<file path="config.mk">
export PLATFORM = sky130hd
export DESIGN_NAME = uart_tx_mmio_flat
export DESIGN_NICKNAME = d
export VERILOG_FILES = /design/src/rtl/uart_tx_mmio_if.sv /design/src/rtl/uart_tx_mmio.sv /design/src/flat_wrapper.sv
export SDC_FILE = /design/constraint.sdc
export NUM_CORES = 1
export LEC_CHECK = 0
export ABC_CLOCK_PERIOD_IN_PS = 4500
export CELL_PAD_IN_SITES_DETAIL_PLACEMENT = 1
export CELL_PAD_IN_SITES_GLOBAL_PLACEMENT = 2
export CORE_MARGIN = 3
export CORE_UTILIZATION = 40
export DETAILED_ROUTE_END_ITERATION = 10
export PLACE_DENSITY = 0.75
export SLEW_MARGIN = 20
export SYNTH_ARGS = -nofsm -noshare
export SYNTH_HDL_FRONTEND = slang
export SYNTH_SLANG_ARGS = --single-unit
export TNS_END_PERCENT = 10
</file>
<file path="constraint.sdc">
create_clock -name CLK100MHZ -period 4.5 [get_ports CLK100MHZ]
set_input_delay 1.125 -clock CLK100MHZ [delete_from_list [all_inputs] [get_ports CLK100MHZ]]
set_output_delay 1.125 -clock CLK100MHZ [all_outputs]
set_load 0.03 [all_outputs]
</file>
<file path="src/rtl/uart_tx_mmio_if.sv">
// uart_tx_mmio_if: store-path bus and status signals between the core and the UART transmitter
// wr_en/wr_data/clr_ovf: core -> transmitter strobes; uart_rxd_out: serial line to host
// full/empty/level/busy/overflow: transmitter status polled by the core
interface uart_tx_mmio_if #(
    parameter int FIFO_DEPTH = 16
);
    localparam int LW = $clog2(FIFO_DEPTH + 1);
    logic          wr_en;
    logic [7:0]    wr_data;
    logic          clr_ovf;
    logic          uart_rxd_out;
    logic          full;
    logic          empty;
    logic [LW-1:0] level;
    logic          busy;
    logic          overflow;
    modport master (
        output wr_en, wr_data, clr_ovf,
        input  uart_rxd_out, full, empty, level, busy, overflow
    );
    modport slave (
        input  wr_en, wr_data, clr_ovf,
        output uart_rxd_out, full, empty, level, busy, overflow
    );
endinterface

</file>
<file path="src/rtl/uart_tx_mmio.sv">
// uart_tx_mmio: byte FIFO feeding an 8N1 LSB-first serializer, with full/empty/level/overflow status
// CLK100MHZ: system clock; ck_rst: asynchronous active-low reset
// bus: slave side of uart_tx_mmio_if (store strobe, overflow clear, serial line, status)
module uart_tx_mmio #(
    parameter int CLK_HZ     = 100000000,
    parameter int BAUD       = 115200,
    parameter int FIFO_DEPTH = 16
) (
    input logic           CLK100MHZ,
    input logic           ck_rst,
    uart_tx_mmio_if.slave bus
);
    localparam int CPB = CLK_HZ / BAUD;
    localparam int AW = $clog2(FIFO_DEPTH);
    localparam int LW = $clog2(FIFO_DEPTH + 1);
    localparam int CW = CPB > 1 ? $clog2(CPB) : 1;
    localparam logic [CW-1:0] CMAX = CW'(CPB - 1);
    localparam logic [LW-1:0] LFULL = LW'(FIFO_DEPTH);

    typedef enum logic [1:0] {IDLE, START, DATA, STOP} state_t;

    state_t        state_q, state_d;
    logic [7:0]    mem_q [FIFO_DEPTH];
    logic [AW-1:0] wp_q, rp_q;
    logic [LW-1:0] level_q, level_d;
    logic          full_q, empty_q, ovf_q, ovf_d, line_q, line_d;
    logic [7:0]    shift_q, shift_d;
    logic [2:0]    bit_q, bit_d;
    logic [CW-1:0] cnt_q, cnt_d;
    logic          push, pop, tick;

    // full is the registered flag, so a pop in the same cycle cannot make room for this write
    assign push = bus.wr_en && !full_q;
    assign tick = cnt_q == CMAX;

    always_comb begin
        state_d = state_q;
        shift_d = shift_q;
        bit_d   = bit_q;
        cnt_d   = tick ? '0 : cnt_q + 1'b1;
        pop     = 1'b0;
        case (state_q)
            IDLE: begin
                cnt_d = '0;
                pop = !empty_q;
                state_d = empty_q ? IDLE : START;
            end
            START: if (tick) begin
                state_d = DATA;
                bit_d = '0;
            end
            DATA: if (tick) begin
                shift_d = shift_q >> 1;
                bit_d = bit_q + 3'd1;
                state_d = bit_q == 3'd7 ? STOP : DATA;
            end
            STOP: if (tick) begin
                pop = !empty_q;
                state_d = empty_q ? IDLE : START;
            end
            default: state_d = IDLE;
        endcase
        shift_d = pop ? mem_q[rp_q] : shift_d;
        // line is registered from the next state so it changes exactly on the state edge
        line_d  = state_d == START ? 1'b0 : state_d == DATA ? shift_d[0] : 1'b1;
        level_d = level_q + LW'(push) - LW'(pop);
        ovf_d   = (bus.wr_en && full_q) || (ovf_q && !bus.clr_ovf);
    end

    always_ff @(posedge CLK100MHZ or negedge ck_rst) begin
        if (!ck_rst) begin
            state_q <= IDLE;
            wp_q    <= '0;
            rp_q    <= '0;
            level_q <= '0;
            full_q  <= 1'b0;
            empty_q <= 1'b1;
            ovf_q   <= 1'b0;
            line_q  <= 1'b1;
            shift_q <= '0;
            bit_q   <= '0;
            cnt_q   <= '0;
        end else begin
            state_q <= state_d;
            wp_q    <= wp_q + AW'(push);
            rp_q    <= rp_q + AW'(pop);
            level_q <= level_d;
            full_q  <= level_d == LFULL;
            empty_q <= level_d == '0;
            ovf_q   <= ovf_d;
            line_q  <= line_d;
            shift_q <= shift_d;
            bit_q   <= bit_d;
            cnt_q   <= cnt_d;
        end
    end

    always_ff @(posedge CLK100MHZ) begin
        if (push) mem_q[wp_q] <= bus.wr_data;
    end

    assign bus.uart_rxd_out = line_q;
    assign bus.full         = full_q;
    assign bus.empty        = empty_q;
    assign bus.level        = level_q;
    assign bus.busy         = state_q != IDLE;
    assign bus.overflow     = ovf_q;
endmodule
</file>
<file path="src/flat_wrapper.sv">
// flat-port wrapper written by rule: the top's interface ports become plain ports
module uart_tx_mmio_flat 
#(
    parameter int CLK_HZ     = 100000000,
    parameter int BAUD       = 115200,
    parameter int FIFO_DEPTH = 16
)
  (CLK100MHZ, ck_rst, bus_wr_en, bus_wr_data, bus_clr_ovf, bus_uart_rxd_out, bus_full, bus_empty, bus_level, bus_busy, bus_overflow);
  uart_tx_mmio_if #(.FIFO_DEPTH(FIFO_DEPTH)) bus_i ();
  input logic CLK100MHZ;
  input logic ck_rst;
  input wire logic [$bits(bus_i.wr_en)-1:0] bus_wr_en;
  input wire logic [$bits(bus_i.wr_data)-1:0] bus_wr_data;
  input wire logic [$bits(bus_i.clr_ovf)-1:0] bus_clr_ovf;
  output wire logic [$bits(bus_i.uart_rxd_out)-1:0] bus_uart_rxd_out;
  output wire logic [$bits(bus_i.full)-1:0] bus_full;
  output wire logic [$bits(bus_i.empty)-1:0] bus_empty;
  output wire logic [$bits(bus_i.level)-1:0] bus_level;
  output wire logic [$bits(bus_i.busy)-1:0] bus_busy;
  output wire logic [$bits(bus_i.overflow)-1:0] bus_overflow;
  assign bus_i.wr_en = bus_wr_en;
  assign bus_i.wr_data = bus_wr_data;
  assign bus_i.clr_ovf = bus_clr_ovf;
  assign bus_uart_rxd_out = bus_i.uart_rxd_out;
  assign bus_full = bus_i.full;
  assign bus_empty = bus_i.empty;
  assign bus_level = bus_i.level;
  assign bus_busy = bus_i.busy;
  assign bus_overflow = bus_i.overflow;
  uart_tx_mmio #(.CLK_HZ(CLK_HZ), .BAUD(BAUD), .FIFO_DEPTH(FIFO_DEPTH)) u_core (.CLK100MHZ(CLK100MHZ), .ck_rst(ck_rst), .bus(bus_i));
endmodule
</file>
Word level (Yosys, flattened, before mapping)
Memories as Yosys holds them, arrays and structs flattened.
Index checks and enable logic that the tools add are counted.
{"block": "word_totals", "wordCells": 64, "inputBits": 12, "latch_bits": 0, "memories": 1, "out_inout_bits": 10, "mem_bits_rw": 128, "ff_bits": 40, "mem_bits_ro": 0}
{"block": "op_classes", "addsub": 6, "n_mul": 0, "n_eq_ne": 10, "order_cmp": 0, "shifts": 0, "div_mod_pow": 0, "reduce_logical": 15, "bitwise_logic": 0, "mux": 20}
{"name": "u_core.mem_q", "words": 16, "width": 8, "read_ports": 1, "rd_clocked_by_memory_dff": 0, "wr": 1, "line_no": "uart_tx_mmio.sv:23", "source": "logic [7:0] mem_q [FIFO_DEPTH];"}
{"op": "8-bit 2-to-1 mux", "n": 3}
{"op": "10-bit 2-to-1 mux", "n": 2}
{"op": "10-bit by 1-bit adder with 10-bit output (second input constant)", "n": 1}
{"op": "10-bit == test (second input constant)", "n": 1}
{"op": "4-bit by 1-bit adder with 4-bit output", "n": 2}
{"op": "2-bit one-hot mux with 4 select lines", "n": 1}
{"op": "2-bit nonzero test", "n": 4}
{"op": "1-bit 2-to-1 mux", "n": 7}
{"op": "2-bit == test (second input constant)", "n": 3}
{"op": "2-bit 2-to-1 mux", "n": 3}
{"op": "3-bit 2-to-1 mux", "n": 2}
{"op": "3-bit one-hot mux with 2 select lines", "n": 1}
{"op": "5-bit by 1-bit adder with 5-bit output", "n": 1}
{"op": "5-bit == test (second input constant)", "n": 1}
{"op": "5-bit logical NOT", "n": 1}
{"op": "5-bit by 1-bit subtractor with 5-bit output", "n": 1}
{"op": "2-bit by 1-bit == test with 1-bit output (second input constant)", "n": 2}
{"op": "2-bit by 1-bit != test with 1-bit output (second input constant)", "n": 2}
{"op": "3-bit by 1-bit adder with 3-bit output (second input constant)", "n": 1}
{"op": "3-bit == test (second input constant)", "n": 1}
{"op": "1-bit logical AND", "n": 3}
{"op": "1-bit logical NOT", "n": 3}
{"op": "3-bit AND reduction", "n": 1}
{"op": "2-bit logical NOT", "n": 1}
{"op": "3 further kinds", "n": 3}

Longest topological paths before layout
{"block": "depth", "ltp_word": 7, "depth_mapped": 14, "depth_no_buf": 13}

Worst setup path after synthesis
No wires, ideal clock.
{"block": "synth_path", "kind": "register -> register", "start": "register u_core.cnt_q[0]", "end": "register u_core.full_q (netlist: u_core.bus.full)", "t_arrival_ps": 2773, "t_required_ps": 4434, "setup_time_ps": 66, "path_buffers": 1, "period_less_slack_ps": 2839, "path_stages_with_launch": 14, "path_slack_ps": 1661, "path_cell_list": "dfrtp_1 -> ha_1 -> nor3b_4 -> and3_2 -> a31oi_4 -> buf_6 -> nand2_1 -> nand2_1 -> ha_1 -> fa_1 -> a21o_1 -> a21oi_1 -> xnor2_1 -> and2_1"}
{"block": "synth_between", "elab_chain_cells": 5}
{"item": "start, declared", "line_no": "uart_tx_mmio.sv:29", "source": "logic [CW-1:0] cnt_q, cnt_d;"}
{"item": "start signal, assigned", "line_no": "uart_tx_mmio.sv:94", "source": "cnt_q <= cnt_d;"}
{"item": "10-bit == test", "line_no": "uart_tx_mmio.sv:34", "source": "assign tick = cnt_q == CMAX;"}
{"item": "1-bit 2-to-1 mux", "line_no": "uart_tx_mmio.sv:57", "source": "STOP: if (tick) begin"}
{"item": "1-bit one-hot mux with 2 select lines", "line_no": "uart_tx_mmio.sv:42", "source": "case (state_q)"}
{"item": "5-bit by 1-bit subtractor with 5-bit output", "line_no": "uart_tx_mmio.sv:66", "source": "level_d = level_q + LW'(push) - LW'(pop);"}
{"item": "named net u_core.level_d[4]", "line_no": "uart_tx_mmio.sv:25", "source": "logic [LW-1:0] level_q, level_d;"}
{"item": "5-bit == test", "line_no": "uart_tx_mmio.sv:88", "source": "full_q <= level_d == LFULL;"}
{"item": "end signal, assigned", "line_no": "uart_tx_mmio.sv:76", "source": "full_q <= 1'b0;"}
{"item": "end signal, assigned", "line_no": "uart_tx_mmio.sv:88"}
{"item": "end, declared", "line_no": "uart_tx_mmio.sv:26", "source": "logic full_q, empty_q, ovf_q, ovf_d, line_q, line_d;"}
The timed path passes the listed nets, and every way through them passes these cells.
A chain may end at the register's enable or synchronous reset.

Worst setup path in the final report
Same ends and word-level chain as after synthesis.

==> impl_metrics.ini <==
[outcome]
outcome = complete, no violations

[layout]
multiInputGateArea_um2 = 2050
regArea_um2 = 4850
fin_util_pct = 47.5
antenna_cells = 0
fin_nets = 452
fillers = 1617
synthToLayoutAreaGrowth_pct = 13.7
final_common_cell = edfxtp_1
drive_gt1_share_pct = 14.9
layout_common_cells = edfxtp_1 (128), dfrtp_1 (38), nor2_1 (35)

[placement]
port_buffers = 21
dpl.hpwl_um = 9440
place.gp.congestion = 0.783

[floorplan]
ios = 22
initial_utilization_pct = 41.8
core-area_um2 = 16900
dieWidth_um = 139
rows = 47
die-area_um2 = 19300
die_y_um = 139

[grt]
overflow = 0
grt_pass1_wl_um = 22900
grt_use_total_pct = 15.9
grt_max_degree = 41
antenna_found_initial = 0
grt_pass1_vias = 3770

[setup_path]
slowest_stage = fa_1
cp_cell_sequence = ha_1, nor3b_4, and3_2, a31oi_4, nand2_1, nand2_1, ha_1, fa_1, a21o_1, a21oi_1, xnor2_1, and2_1
crit_path_end_kind = flip-flop
cp_num_buf_inv = 0
critPathMaxFanout = 18
cpPeakStageDelay_ps = 400
critPathKind = flip-flop to flip-flop
cp.arrival_ps = 3500
cp_top_family = simple AND/OR/NAND/NOR gates
worstPathRequired_ps = 4860
cp-start-kind = flip-flop

[clocking]
cts_root_buf = clkbuf_16
cts_buffers = 17
postCtsResizedCells = 0
cts_tree = yes
clock_latency_ps = 430
clockBufferDepth = 2
clk_pin_slew_ps = 70
cts_hold_buf = 0
cts_num_sinks = 168
cts_setup_buffers = 0
htreeDepth = 4

[timing]
report.final.slew_viol_count = 0
min_period_ps = 3140
rsz0062_at_grt = false
skew_ps = 12.9
max_freq_ghz = 0.319
slew_headroom_pct = 38.9
period_share_pct = 69.7
worst_pin_slew_ps = 913
setup_viol = 0
hold_viol = 0
tns_ps = 0

[synthesis]
yosys.area.top_type = edfxtp_1
synth_cells = 390
async_reset_ff_share_pct = 23.8
synth_edf_count = 128
synth_area_leaders = edfxtp_1 (54%), dfrtp_1 (13%), mux4_1 (8.2%), mux4_2 (5.4%), ha_1 (2.7%)
syn_avg_cell_area_um2 = 18.1
netlist_area_um2 = 7070
synth_cell_type_count = 44
ys_seq_area_share_pct = 68.5
ys_ff_latch = 168
yosys_warnings = 0
synth_flop_cell = edfxtp_1
synth_top_area_share_pct = 54.4
synth_nets = 418

[power_and_ir_drop]
p_total_uw = 5010
worst_ir_drop_vdd_mv = 0.353
leakage_uw = 0.00295
pwr_density_cell_nw_per_um2 = 623

[job]
maxCapViolCount = 0

[hold_path]
hold_class = flip-flop to flip-flop

[detailed_routing]
wl_per_cell_um = 22.0
vias = 3540
avgViaCountPerCell = 5.39
drtPass1Iterations = 4
ant_nets = 0
drt_iter0_markers = 276
routed_wl_um = 14500
drc_errors = 0
flip-flops by register name, summed over array words and instances (netlist names):
register	cells
u_core.state_q	2
u_core.bus.uart_rxd_out	1
u_core.wp_q	4
u_core.bus.overflow	1
u_core.rp_q	4
u_core.bus.empty	1
u_core.bus.level	5
u_core.mem_q	128
u_core.bit_q	3
u_core.bus.full	1
u_core.shift_q	8
u_core.cnt_q	10
per-layer routing:
metal	part of all wire [%]	track usage (%)	up-vias
li1	-	-	1605
met1	45	21.2	1872
met2	51	26.1	53
met3	3.0	4.03	10
met4	0.88	4.17	0
met5	0	0	-
cell families after synthesis:
group,share of synthesized area (%)
mux,14.8
flops,68.5
buf+inv,2.48
simple gates,6.39
xor+xnor,2.11
compound gates,2.80
fa+ha+maj,2.94
worst paths after layout:
kind	start	cells past startpoint	endpoint	slack (ps)
max	u_core.cnt_q[0]	12	u_core.bus.full	1360
min	u_core.cnt_q[0]	1	u_core.cnt_q[0]	500
max reg2reg	u_core.cnt_q[0]	12	u_core.bus.full	1360
min reg2reg	u_core.cnt_q[0]	1	u_core.cnt_q[0]	500
max in group asynchronous	ck_rst	1	u_core.shift_q[7]	3100
min in group asynchronous	ck_rst	1	u_core.wp_q[3]	830
Yosys cell counts (2+ instances only):
library cell    n
xor2_1          9
or3_1           3
and3_1          3
nand2b_1        4
inv_1          12
dfrtp_1        38
clkbuf_8        5
a21oi_1         9
a211o_1         2
nand3_1         9
ha_1           15
nand4_1         4
nand2_1        16
mux4_1         22
mux2_2          2
dfstp_2         2
nor3_1          6
edfxtp_1      128
mux4_2         17
a22o_1          5
buf_6           4
clkbuf_1        2
a21o_1          2
mux2i_1         6
o221ai_1        2
and2_1          3
xnor2_1         8
o21ai_0         2
nor2_1         35
where the power goes:
group          switching [uW]  internal (uW)
sequential                158           1930
combinational             819            681
clock                     641            780
final cells by class:
class                           instances  share of cell area [%]
Clock inverter                         13                    1.68
Inverter                               13                   0.607
Multi-Input combinational cell        197                    25.5
Timing Repair Buffer                   27                    3.11
Tap cell                              220                    3.42
Sequential cell                       168                    60.3
Clock buffer                           19                    5.39
through the flow:
step	instance area, um^2	cells	hold slack [ps]	setup WS [ps]
global placement	7470	625	461	1320
detailed placement	7470	625	494	1240
CTS	8040	657	506	1340
global route	8040	657	516	1110
finish	8040	657	499	1360
floorplan	7070	390	447	1660
Power figures use the tool's default switching activity.
